$ cat config.mk
export PLATFORM = sky130hd
export DESIGN_NAME = pe_xi_4_flat
export DESIGN_NICKNAME = d
export VERILOG_FILES = /design/src/rtl/pe_xi_4_if.sv /design/src/rtl/pe_xi_4.sv /design/src/flat_wrapper.sv
export SDC_FILE = /design/constraint.sdc
export NUM_CORES = 1
export LEC_CHECK = 0
export ABC_AREA = 1
export CAP_MARGIN = 20
export CELL_PAD_IN_SITES_DETAIL_PLACEMENT = 1
export CELL_PAD_IN_SITES_GLOBAL_PLACEMENT = 1
export CORE_MARGIN = 3
export CORE_UTILIZATION = 38
export CTS_BUF_LIST = sky130_fd_sc_hd__clkbuf_8
export CTS_CLUSTER_SIZE = 28
export DETAILED_ROUTE_END_ITERATION = 10
export HOLD_SLACK_MARGIN = 0.12
export PLACE_DENSITY = 0.95
export SLEW_MARGIN = 20
export SYNTH_ARGS = -nofsm -noshare
export SYNTH_HDL_FRONTEND = slang
export SYNTH_SLANG_ARGS = --single-unit
$ cat constraint.sdc
create_clock -name clk -period 3.9 [get_ports clk]
set_input_delay 0.585 -clock clk [delete_from_list [all_inputs] [get_ports clk]]
set_output_delay 0.585 -clock clk [all_outputs]
set_load 0.05 [all_outputs]
$ cat src/rtl/pe_xi_4_if.sv
`default_nettype none
// ============================================================================
//  Module      : pe_xi_4_if
//  Description : Data bundle of one absolute-difference processing element.
//                The master side drives the current pixels, neighbour
//                reference pixels and the selects. The slave side (the PE)
//                returns abs_out and the forwarded pixel registers.
//  Ports       : in_curr1/2, in_curr_enable, CB_select, abs_Control,
//                up/down_ref_adajecent_1/8, change_ref, ref_input_Control
//                (master -> slave); abs_out, next_pix1/2, ref_pix
//                (slave -> master)
//  Revision    : 1.0  initial release
// ============================================================================
interface pe_xi_4_if #(
    parameter int PIXEL = 8
);
    logic [PIXEL-1:0] in_curr1;
    logic [PIXEL-1:0] in_curr2;
    logic             in_curr_enable;
    logic             CB_select;
    logic [1:0]       abs_Control;
    logic [PIXEL-1:0] up_ref_adajecent_1;
    logic [PIXEL-1:0] up_ref_adajecent_8;
    logic [PIXEL-1:0] down_ref_adajecent_1;
    logic [PIXEL-1:0] down_ref_adajecent_8;
    logic             change_ref;
    logic             ref_input_Control;
    logic [PIXEL-1:0] abs_out;
    logic [PIXEL-1:0] next_pix1;
    logic [PIXEL-1:0] next_pix2;
    logic [PIXEL-1:0] ref_pix;

    modport master (
        output in_curr1, in_curr2, in_curr_enable, CB_select, abs_Control,
               up_ref_adajecent_1, up_ref_adajecent_8,
               down_ref_adajecent_1, down_ref_adajecent_8,
               change_ref, ref_input_Control,
        input  abs_out, next_pix1, next_pix2, ref_pix
    );

    modport slave (
        input  in_curr1, in_curr2, in_curr_enable, CB_select, abs_Control,
               up_ref_adajecent_1, up_ref_adajecent_8,
               down_ref_adajecent_1, down_ref_adajecent_8,
               change_ref, ref_input_Control,
        output abs_out, next_pix1, next_pix2, ref_pix
    );
endinterface
`default_nettype wire

$ cat src/rtl/pe_xi_4.sv
`default_nettype none
// ============================================================================
//  Module      : pe_xi_4
//  Description : Absolute-difference PE of the integer motion-estimation
//                array. Holds two ping-pong current pixels, one reference
//                pixel reloaded every cycle from an up/down neighbour at
//                stride 1 or 8, and a registered |current - reference| term.
//  Ports       : clk    - rising-edge clock
//                rst_n  - asynchronous reset, active HIGH despite the name
//                bus    - pe_xi_4_if slave modport (pixels, selects, outputs)
//  Revision    : 1.0  initial release
// ============================================================================
module pe_xi_4 #(
    parameter int PIXEL = 8
) (
    input  wire logic  clk,
    input  wire logic  rst_n,
    pe_xi_4_if.slave   bus
);

    localparam logic [1:0] c_abs_zero   = 2'b00;
    localparam logic [1:0] c_abs_active = 2'b01;
    localparam logic [1:0] c_abs_other  = 2'b10;

    logic [PIXEL-1:0] r_cur1;
    logic [PIXEL-1:0] r_cur2;
    logic [PIXEL-1:0] r_ref;
    logic [PIXEL-1:0] r_abs;

    logic [PIXEL-1:0] w_ref_sel;
    logic [PIXEL-1:0] w_pix_a;
    logic [PIXEL-1:0] w_pix_b;
    logic [PIXEL-1:0] w_abs_a;
    logic [PIXEL-1:0] w_abs_b;

    // Reference source: direction picks the neighbour, stride picks the tap.
    always_comb begin
        w_ref_sel = bus.up_ref_adajecent_1;
        case ({bus.change_ref, bus.ref_input_Control})
            2'b00:   w_ref_sel = bus.up_ref_adajecent_1;
            2'b01:   w_ref_sel = bus.up_ref_adajecent_8;
            2'b10:   w_ref_sel = bus.down_ref_adajecent_1;
            default: w_ref_sel = bus.down_ref_adajecent_8;
        endcase
    end

    // Active / other pixel of the ping-pong pair.
    assign w_pix_a = bus.CB_select ? r_cur1 : r_cur2;
    assign w_pix_b = bus.CB_select ? r_cur2 : r_cur1;

    // Subtracting the smaller from the larger keeps the magnitude within
    // PIXEL bits, so no sign handling or saturation is required.
    assign w_abs_a = (w_pix_a >= r_ref) ? (w_pix_a - r_ref) : (r_ref - w_pix_a);
    assign w_abs_b = (w_pix_b >= r_ref) ? (w_pix_b - r_ref) : (r_ref - w_pix_b);

    always_ff @(posedge clk or posedge rst_n) begin
        if (rst_n) begin
            r_cur1 <= '0;
            r_cur2 <= '0;
            r_ref  <= '0;
            r_abs  <= '0;
        end else begin
            if (bus.in_curr_enable) begin
                r_cur1 <= bus.in_curr1;
                r_cur2 <= bus.in_curr2;
            end
            // The reference has no hold state: it reloads on every edge.
            r_ref <= w_ref_sel;
            // Operands come from the pre-edge registers, giving one edge of
            // lag behind any current or reference load on the same edge.
            case (bus.abs_Control)
                c_abs_zero:   r_abs <= '0;
                c_abs_active: r_abs <= w_abs_a;
                c_abs_other:  r_abs <= w_abs_b;
                default:      r_abs <= r_abs;
            endcase
        end
    end

    assign bus.next_pix1 = r_cur1;
    assign bus.next_pix2 = r_cur2;
    assign bus.ref_pix   = r_ref;
    assign bus.abs_out   = r_abs;

endmodule
`default_nettype wire

$ cat src/flat_wrapper.sv
// flat-port wrapper written by rule: the top's interface ports become plain ports
module pe_xi_4_flat 
#(
    parameter int PIXEL = 8
)
  (clk, rst_n, bus_in_curr1, bus_in_curr2, bus_in_curr_enable, bus_CB_select, bus_abs_Control, bus_up_ref_adajecent_1, bus_up_ref_adajecent_8, bus_down_ref_adajecent_1, bus_down_ref_adajecent_8, bus_change_ref, bus_ref_input_Control, bus_abs_out, bus_next_pix1, bus_next_pix2, bus_ref_pix);
  pe_xi_4_if #(.PIXEL(PIXEL)) bus_i ();
  input  wire logic clk;
  input  wire logic rst_n;
  input wire logic [$bits(bus_i.in_curr1)-1:0] bus_in_curr1;
  input wire logic [$bits(bus_i.in_curr2)-1:0] bus_in_curr2;
  input wire logic [$bits(bus_i.in_curr_enable)-1:0] bus_in_curr_enable;
  input wire logic [$bits(bus_i.CB_select)-1:0] bus_CB_select;
  input wire logic [$bits(bus_i.abs_Control)-1:0] bus_abs_Control;
  input wire logic [$bits(bus_i.up_ref_adajecent_1)-1:0] bus_up_ref_adajecent_1;
  input wire logic [$bits(bus_i.up_ref_adajecent_8)-1:0] bus_up_ref_adajecent_8;
  input wire logic [$bits(bus_i.down_ref_adajecent_1)-1:0] bus_down_ref_adajecent_1;
  input wire logic [$bits(bus_i.down_ref_adajecent_8)-1:0] bus_down_ref_adajecent_8;
  input wire logic [$bits(bus_i.change_ref)-1:0] bus_change_ref;
  input wire logic [$bits(bus_i.ref_input_Control)-1:0] bus_ref_input_Control;
  output wire logic [$bits(bus_i.abs_out)-1:0] bus_abs_out;
  output wire logic [$bits(bus_i.next_pix1)-1:0] bus_next_pix1;
  output wire logic [$bits(bus_i.next_pix2)-1:0] bus_next_pix2;
  output wire logic [$bits(bus_i.ref_pix)-1:0] bus_ref_pix;
  assign bus_i.in_curr1 = bus_in_curr1;
  assign bus_i.in_curr2 = bus_in_curr2;
  assign bus_i.in_curr_enable = bus_in_curr_enable;
  assign bus_i.CB_select = bus_CB_select;
  assign bus_i.abs_Control = bus_abs_Control;
  assign bus_i.up_ref_adajecent_1 = bus_up_ref_adajecent_1;
  assign bus_i.up_ref_adajecent_8 = bus_up_ref_adajecent_8;
  assign bus_i.down_ref_adajecent_1 = bus_down_ref_adajecent_1;
  assign bus_i.down_ref_adajecent_8 = bus_down_ref_adajecent_8;
  assign bus_i.change_ref = bus_change_ref;
  assign bus_i.ref_input_Control = bus_ref_input_Control;
  assign bus_abs_out = bus_i.abs_out;
  assign bus_next_pix1 = bus_i.next_pix1;
  assign bus_next_pix2 = bus_i.next_pix2;
  assign bus_ref_pix = bus_i.ref_pix;
  pe_xi_4 #(.PIXEL(PIXEL)) u_core (.clk(clk), .rst_n(rst_n), .bus(bus_i));
endmodule
==> impl_metrics.json, run 1 <==
{
  "status": "finished clean",
  "switchingPower_w": 0.000812,
  "fin_ws_ns": 0.629,
  "cts_sinks": 32,
  "cts_tree": "yes",
  "place_ws_ns": 0.359,
  "power.share.clock": 0.174,
  "wl_mm": 11.7,
  "firstDrtPassIters": 5,
  "antenna_found_initial": 0,
  "grtUsageMet1": 0.302,
  "yosysTopAreaCellShare": 0.241,
  "drive_gt1_frac": 0.0495,
  "fin_crit_ns": 3.27,
  "crit_type": "in -> reg",
  "cts_resized": 0,
  "yosysTopAreaCell": "dfrtp_1",
  "synthTopCellsByCount": "nand2_1 (185), inv_1 (99), nand3_1 (47)",
  "critPathMaxFanout": 27,
  "path_clk_slew_ns": 0.08,
  "cts_buffers": 5,
  "rsz0062_at_grt": "no",
  "period_share": 0.839,
  "syn_inst": 521,
  "die_w_microns": 99.6,
  "dp_hpwl_mm": 9.60,
  "p_seq_frac": 0.247,
  "min_path_type": "reg -> reg",
  "vdd_drop_max_v": 0.000181,
  "area_growth_syn_to_layout_pct": 31.7,
  "p_leak_nw": 2.33,
  "pin_count": 88,
  "grt_pass1_vias": 3982,
  "synth.avg_cell_area_sq_um": 6.39,
  "worst-path-stages": 16,
  "dieArea_sq_mm": 0.00992,
  "hold_viol": 0,
  "cp_slowest_stage_delay_ns": 0.50,
  "syn_area_sq_mm": 0.00333,
  "core_sq_mm": 0.00838,
  "fmax_mhz": 306,
  "place_congestion": 0.943,
  "antennaDiodeCount": 0,
  "final_max_slew_viol_count": 0,
  "grt_util_met2": 0.419,
  "gr-total-overflow": 0,
  "fin_setup_tns_ns": 0,
  "finalSetupViolCount": 0,
  "slew_headroom": 0.339,
  "yosysWarnings": 0,
  "power.share.switching": 0.496,
  "die-height_microns": 99.6,
  "grt_pass1_wl_mm": 19.4,
  "worstPathRequired_ns": 4.09,
  "tightestPinTransition_ns": 0.991,
  "ys_top_cells_by_area": "dfrtp_1 (24%), nand2_1 (21%), ha_1 (13%)",
  "hold_buffers": 0,
  "start_kind": "input port",
  "fin_skew_ns": 0.00962,
  "synth-seq-area-share": 0.241,
  "vias_per_cell": 5.15,
  "powerDensity_mw_per_mm2": 373,
  "routedWlPerCell_microns": 16.4,
  "slowest_stage": "clkdlybuf4s50_1",
  "grt_max_degree": 33,
  "clk_latency_ns": 0.30,
  "track_usage": 0.243,
  "ys_ff_latch": 32,
  "fill_cells": 1128,
  "row_count": 33,
  "hold_depth": 2,
  "syn-num-nets": 616,
  "drc": 0,
  "synth_cell_types": 30,
  "post_cts_buffers": 0,
  "placed_cells": 703,
  "cp.arrival_ns": 3.46,
  "drt_iter0_drc": 144,
  "initial_core_util": 0.397,
  "dr_total_vias": 3665,
  "stdcell_count": 711,
  "crit_path_end_kind": "flop",
  "internal_power_w": 0.000824,
  "post-route-util": 0.523,
  "yosysMostFrequentCell": "nand2_1",
  "crit_top_cell": "nand2_1",
  "io_buffers": 87,
  "synth_top_flop_cell": "dfrtp_1",
  "ant_nets": 0,
  "pwr-share-comb": 0.578,
  "ctsLongestPathBuffers": 2,
  "htreeDepth": 2,
  "hold_slack_ns": 0.501,
  "busiest_layer": "met2",
  "reg2reg_depth": 13,
  "use_met3": 0.0589,
  "async_flop_share": 1.00,
  "clock_tree.root_cell": "clkbuf_8",
  "critical_path.cell_chain": "clkdlybuf4s50_1 > buf_4 > o21ai_0 > ha_1 > inv_1 > fa_1 > nand2_1 > nand2_1 > nand3_2 > nand3_4 > inv_4 > nand3_1 > nand3_1 > nand2_1 > nand2_1 > nand2_1",
  "cap_violations": 0,
  "synth-edff-count": 0,
  "finalNetCount": 700,
  "critPathBufInv": 4,
  "cp_top_family": "buffers and inverters"
}
[routing by layer]
layer / vias up / part of all wire / routed length [microns]
met2: 134 / 0.47 / 5530
met3: 27 / 0.073 / 851
li1: 1775 / - / -
met5: - / 0 / 0
met1: 1729 / 0.43 / 5030
met4: 0 / 0.022 / 261
[state kept, by name, summed over array words and instances (netlist names)]
register	flops
u_core.bus.abs_out	8
u_core.bus.next_pix1	8
u_core.bus.next_pix2	8
u_core.bus.ref_pix	8
[logic make-up (layout without fill, tap and decap cells)]
kind of cell               Yosys count  after routing  share of synthesized area
AOI/OAI and AO/OA                   54             54                     0.0891
xor gates and xnor gates             8              8                     0.0210
adders and majority gates           39             39                      0.156
buffers and inverters              114            199                      0.135
DFF                                 32             32                      0.241
and+or+nand+nor                    274            274                      0.359
[path summary, 6_finish.rpt]
check	startpoint	to	slack, ns
hold / removal	u_core.bus.abs_out[5]	u_core.bus.abs_out[5]	0.50
hold reg to reg	u_core.bus.abs_out[5]	u_core.bus.abs_out[5]	0.50
max in group asynchronous	rst_n	u_core.bus.abs_out[5]	2.38
setup reg to reg	u_core.bus.next_pix2[1]	u_core.bus.abs_out[5]	1.25
setup / recovery	bus_CB_select	u_core.bus.abs_out[5]	0.63
min in group asynchronous	rst_n	u_core.bus.next_pix2[6]	0.83
[area by class of cell]
cell class | count | area, sq um | share of cell area
clock inverter | 3 | 23.8 | 0.00542
clock buffer | 5 | 68.8 | 0.0157
tap | 105 | 131 | 0.0300
timing repair buffer | 90 | 893 | 0.204
sequential | 32 | 801 | 0.183
multi-input combinational | 375 | 2080 | 0.474
inverter | 101 | 387 | 0.0882
[worst min-delay path: cells and delay by family, from the launching register on]
| kind | cells | cell delay [ns] |
|---|---|---|
| flops | 1 | 0.36 |
| simple gates | 2 | 0.12 |
[cell usage in the layout, fill, tap and decap left out]
cell	instances
clkbuf_8	5
nand3_2	5
clkinvlp_4	2
or2_4	1
nand2_2	3
nor2_2	1
a21oi_2	2
nand3_4	2
a221oi_1	2
dfrtp_1	32
a21oi_1	10
xnor2_1	2
nand3_1	47
inv_4	1
fa_1	4
ha_1	35
clkinv_4	1
o211ai_1	1
o21ai_0	36
o22ai_1	1
xor2_1	6
o21ai_2	1
clkdlybuf4s50_1	87
inv_1	99
a22o_1	1
nor2_4	1
inv_6	1
or2_2	1
nor2_1	18
buf_4	3
nand4_1	10
nand2_1	185
[per-stage QoR]
stage          power [W]  area (sq um)
5_1_grt          0.00176          4390
4_1_cts          0.00163          4390
2_1_floorplan    0.00103          3330
3_5_place_dp     0.00134          4290
3_3_place_gp     0.00130          4290
6_report         0.00164          4390
[power groups by stage]
| stage | Sequential (W) | Clock, W | Combinational, W |
|---|---|---|---|
| global placement | 0.000409 | 0 | 0.000895 |
| floorplan | 0.000529 | 0 | 0.000506 |
| global route | 0.000410 | 0.000303 | 0.00104 |
| CTS | 0.000405 | 0.000287 | 0.000943 |
| finish | 0.000405 | 0.000285 | 0.000946 |
| detailed placement | 0.000411 | 0 | 0.000929 |
No activity file was read; power rests on OpenSTA's default activity.
==> run 2: changes to the inputs <==
Settings changed: CORE_UTILIZATION 38 to 31, PLACE_DENSITY 0.95 to 0.85.
Clock period 3.9 ns to 2.9 ns, I/O delays scaled along.
==> impl_metrics.json, run 2 (synthesis gave the netlist of run 1 again) <==
{
  "status": "finished clean",
  "cts_buffers": 5,
  "fin_skew_ns": 0.00836,
  "critical_path.reg2reg.startpoint": "u_core.bus.next_pix2[0]",
  "vdd_drop_max_v": 0.000204,
  "critical_path.cell_chain": "inv_1 > nand2_1 > o21ai_1 > ha_1 > inv_1 > fa_1 > nand2_1 > nand2_1 > nand3_2 > nand3_4 > inv_6 > nand2_1 > nand3_1 > nand2_1 > nand2_1 > nand2_1",
  "powerDensity_mw_per_mm2": 516,
  "finalSetupViolCount": 0,
  "final_max_slew_viol_count": 0,
  "hold_viol": 0,
  "vias_per_cell": 4.93,
  "fin_crit_ns": 2.45,
  "row_count": 37,
  "rsz0062_at_grt": "no",
  "routedWlPerCell_microns": 15.8,
  "min_path_type": "reg -> reg",
  "core_sq_mm": 0.0104,
  "htreeDepth": 2,
  "clock_tree.root_cell": "clkbuf_8",
  "hold_end": "u_core.bus.abs_out[4]",
  "clk_latency_ns": 0.29,
  "grt_pass1_wl_mm": 19.7,
  "finalNetCount": 721,
  "r2r_end": "u_core.bus.abs_out[4]",
  "io_buffers": 87,
  "dp_hpwl_mm": 9.81,
  "period_share": 0.845,
  "drc": 0,
  "antenna_found_initial": 0,
  "place_congestion": 0.920,
  "dr_total_vias": 3760,
  "hold_slack_ns": 0.485,
  "crit_path_end_kind": "flop",
  "die_w_microns": 110,
  "dieArea_sq_mm": 0.0120,
  "critPathMaxFanout": 9,
  "initial_core_util": 0.321,
  "hold_depth": 2,
  "start_kind": "flop",
  "area_growth_syn_to_layout_pct": 39.5,
  "r2r_setup_slack_ns": 0.45,
  "cts_tree": "yes",
  "die-height_microns": 110,
  "worstPathRequired_ns": 3.08,
  "crit_type": "reg -> reg",
  "cap_violations": 0,
  "slew_headroom": 0.393,
  "gr-total-overflow": 0,
  "pin_count": 88,
  "final_cell_mix": "nand2_1 (185), inv_1 (98), clkdlybuf4s50_1 (86), nand3_1 (47)",
  "drive_gt1_frac": 0.0893,
  "reg2reg_depth": 16,
  "grt_max_degree": 33,
  "crit_top_cell": "nand2_1",
  "ctsLongestPathBuffers": 2,
  "drt_iter0_drc": 106,
  "grt_pass1_vias": 4178,
  "post_cts_buffers": 0,
  "hp-start": "u_core.bus.abs_out[4]",
  "cts_sinks": 32,
  "track_usage": 0.208,
  "cp_slowest_stage_delay_ns": 0.43,
  "path_clk_slew_ns": 0.08,
  "crit_path_start": "u_core.bus.next_pix2[0]",
  "cp.arrival_ns": 2.64,
  "fmax_mhz": 408,
  "p_leak_nw": 2.46,
  "antennaDiodeCount": 0,
  "firstDrtPassIters": 4,
  "tightestPinTransition_ns": 0.907,
  "slowest_stage": "dfrtp_1",
  "final_common_cell": "nand2_1",
  "hold_buffers": 0,
  "ant_nets": 0,
  "wl_mm": 12.0,
  "fin_setup_tns_ns": 0
}
-- run 2: changes by cell type in the layout (fill, tap and decap cells not counted), moves of 2 or more --
cell,before,now
ha_1,35,32
ha_2,0,3
clkbuf_8,5,7
o21ai_1,0,6
o21ai_0,36,29
clkinvlp_4,2,0
buf_4,3,21
-- run 2: metal layers --
layer | GRT usage | part of all wire | up-vias
li1 | - | - | 1818
met4 | 0.0543 | 0.023 | 0
met5 | 0 | 0 | -
met2 | 0.362 | 0.48 | 126
met3 | 0.0511 | 0.060 | 25
met1 | 0.257 | 0.43 | 1791
-- run 2: final cells by class --
class,instances,area (sq um)
inverter,101,387
sequential,32,801
tap,136,170
multi-input combinational,375,2090
clock buffer,7,96.3
timing repair buffer,111,1070
fill,1385,5720
clock inverter,1,30.0
-- run 2: worst max path at each step --
stage	endpoint	depth (start not counted)	slack (ns)
floorplan	u_core.bus.abs_out[5]	13	0.54
global placement	u_core.bus.abs_out[6]	16	-0.21
detailed placement	u_core.bus.abs_out[6]	16	-0.33
CTS	u_core.bus.abs_out[6]	15	0.01
global route	u_core.bus.abs_out[6]	16	0.28
finish	u_core.bus.abs_out[4]	16	0.45
-- run 2: stage by stage --
| step | utilization | area [sq um] | total power (W) | setup slack (ns) | cells |
|---|---|---|---|---|---|
| finish | 0.448 | 4650 | 0.00240 | 0.449 | 763 |
| global route | 0.448 | 4650 | 0.00257 | 0.279 | 763 |
| CTS | 0.446 | 4620 | 0.00239 | 0.0100 | 762 |
| detailed placement | 0.433 | 4490 | 0.00187 | -0.330 | 754 |
| global placement | 0.433 | 4490 | 0.00182 | -0.212 | 754 |
| floorplan | - | 3330 | 0.00139 | 0.542 | 521 |
-- run 2: where the power goes --
group	switching, W	internal, W	leakage (nW)
Combinational	0.000852	0.000502	2.00
Sequential	0.0000482	0.000495	0.398
Clock	0.000196	0.000304	0.0645
Total	0.00110	0.00130	2.46
-- run 2: timing repair --
item,4_1_cts,5_1_grt
cloned,0,1
setup endpoints to repair,2,7
gates resized for setup,1,14
-- run 2: critical path: cells and delay by family, from the launching register on --
kind / cells / cell delay, ns
and+or+nand+nor: 10 / 0.89
adders and majority gates: 2 / 0.59
AOI/OAI and AO/OA: 1 / 0.11
buffers and inverters: 3 / 0.31
DFF: 1 / 0.43
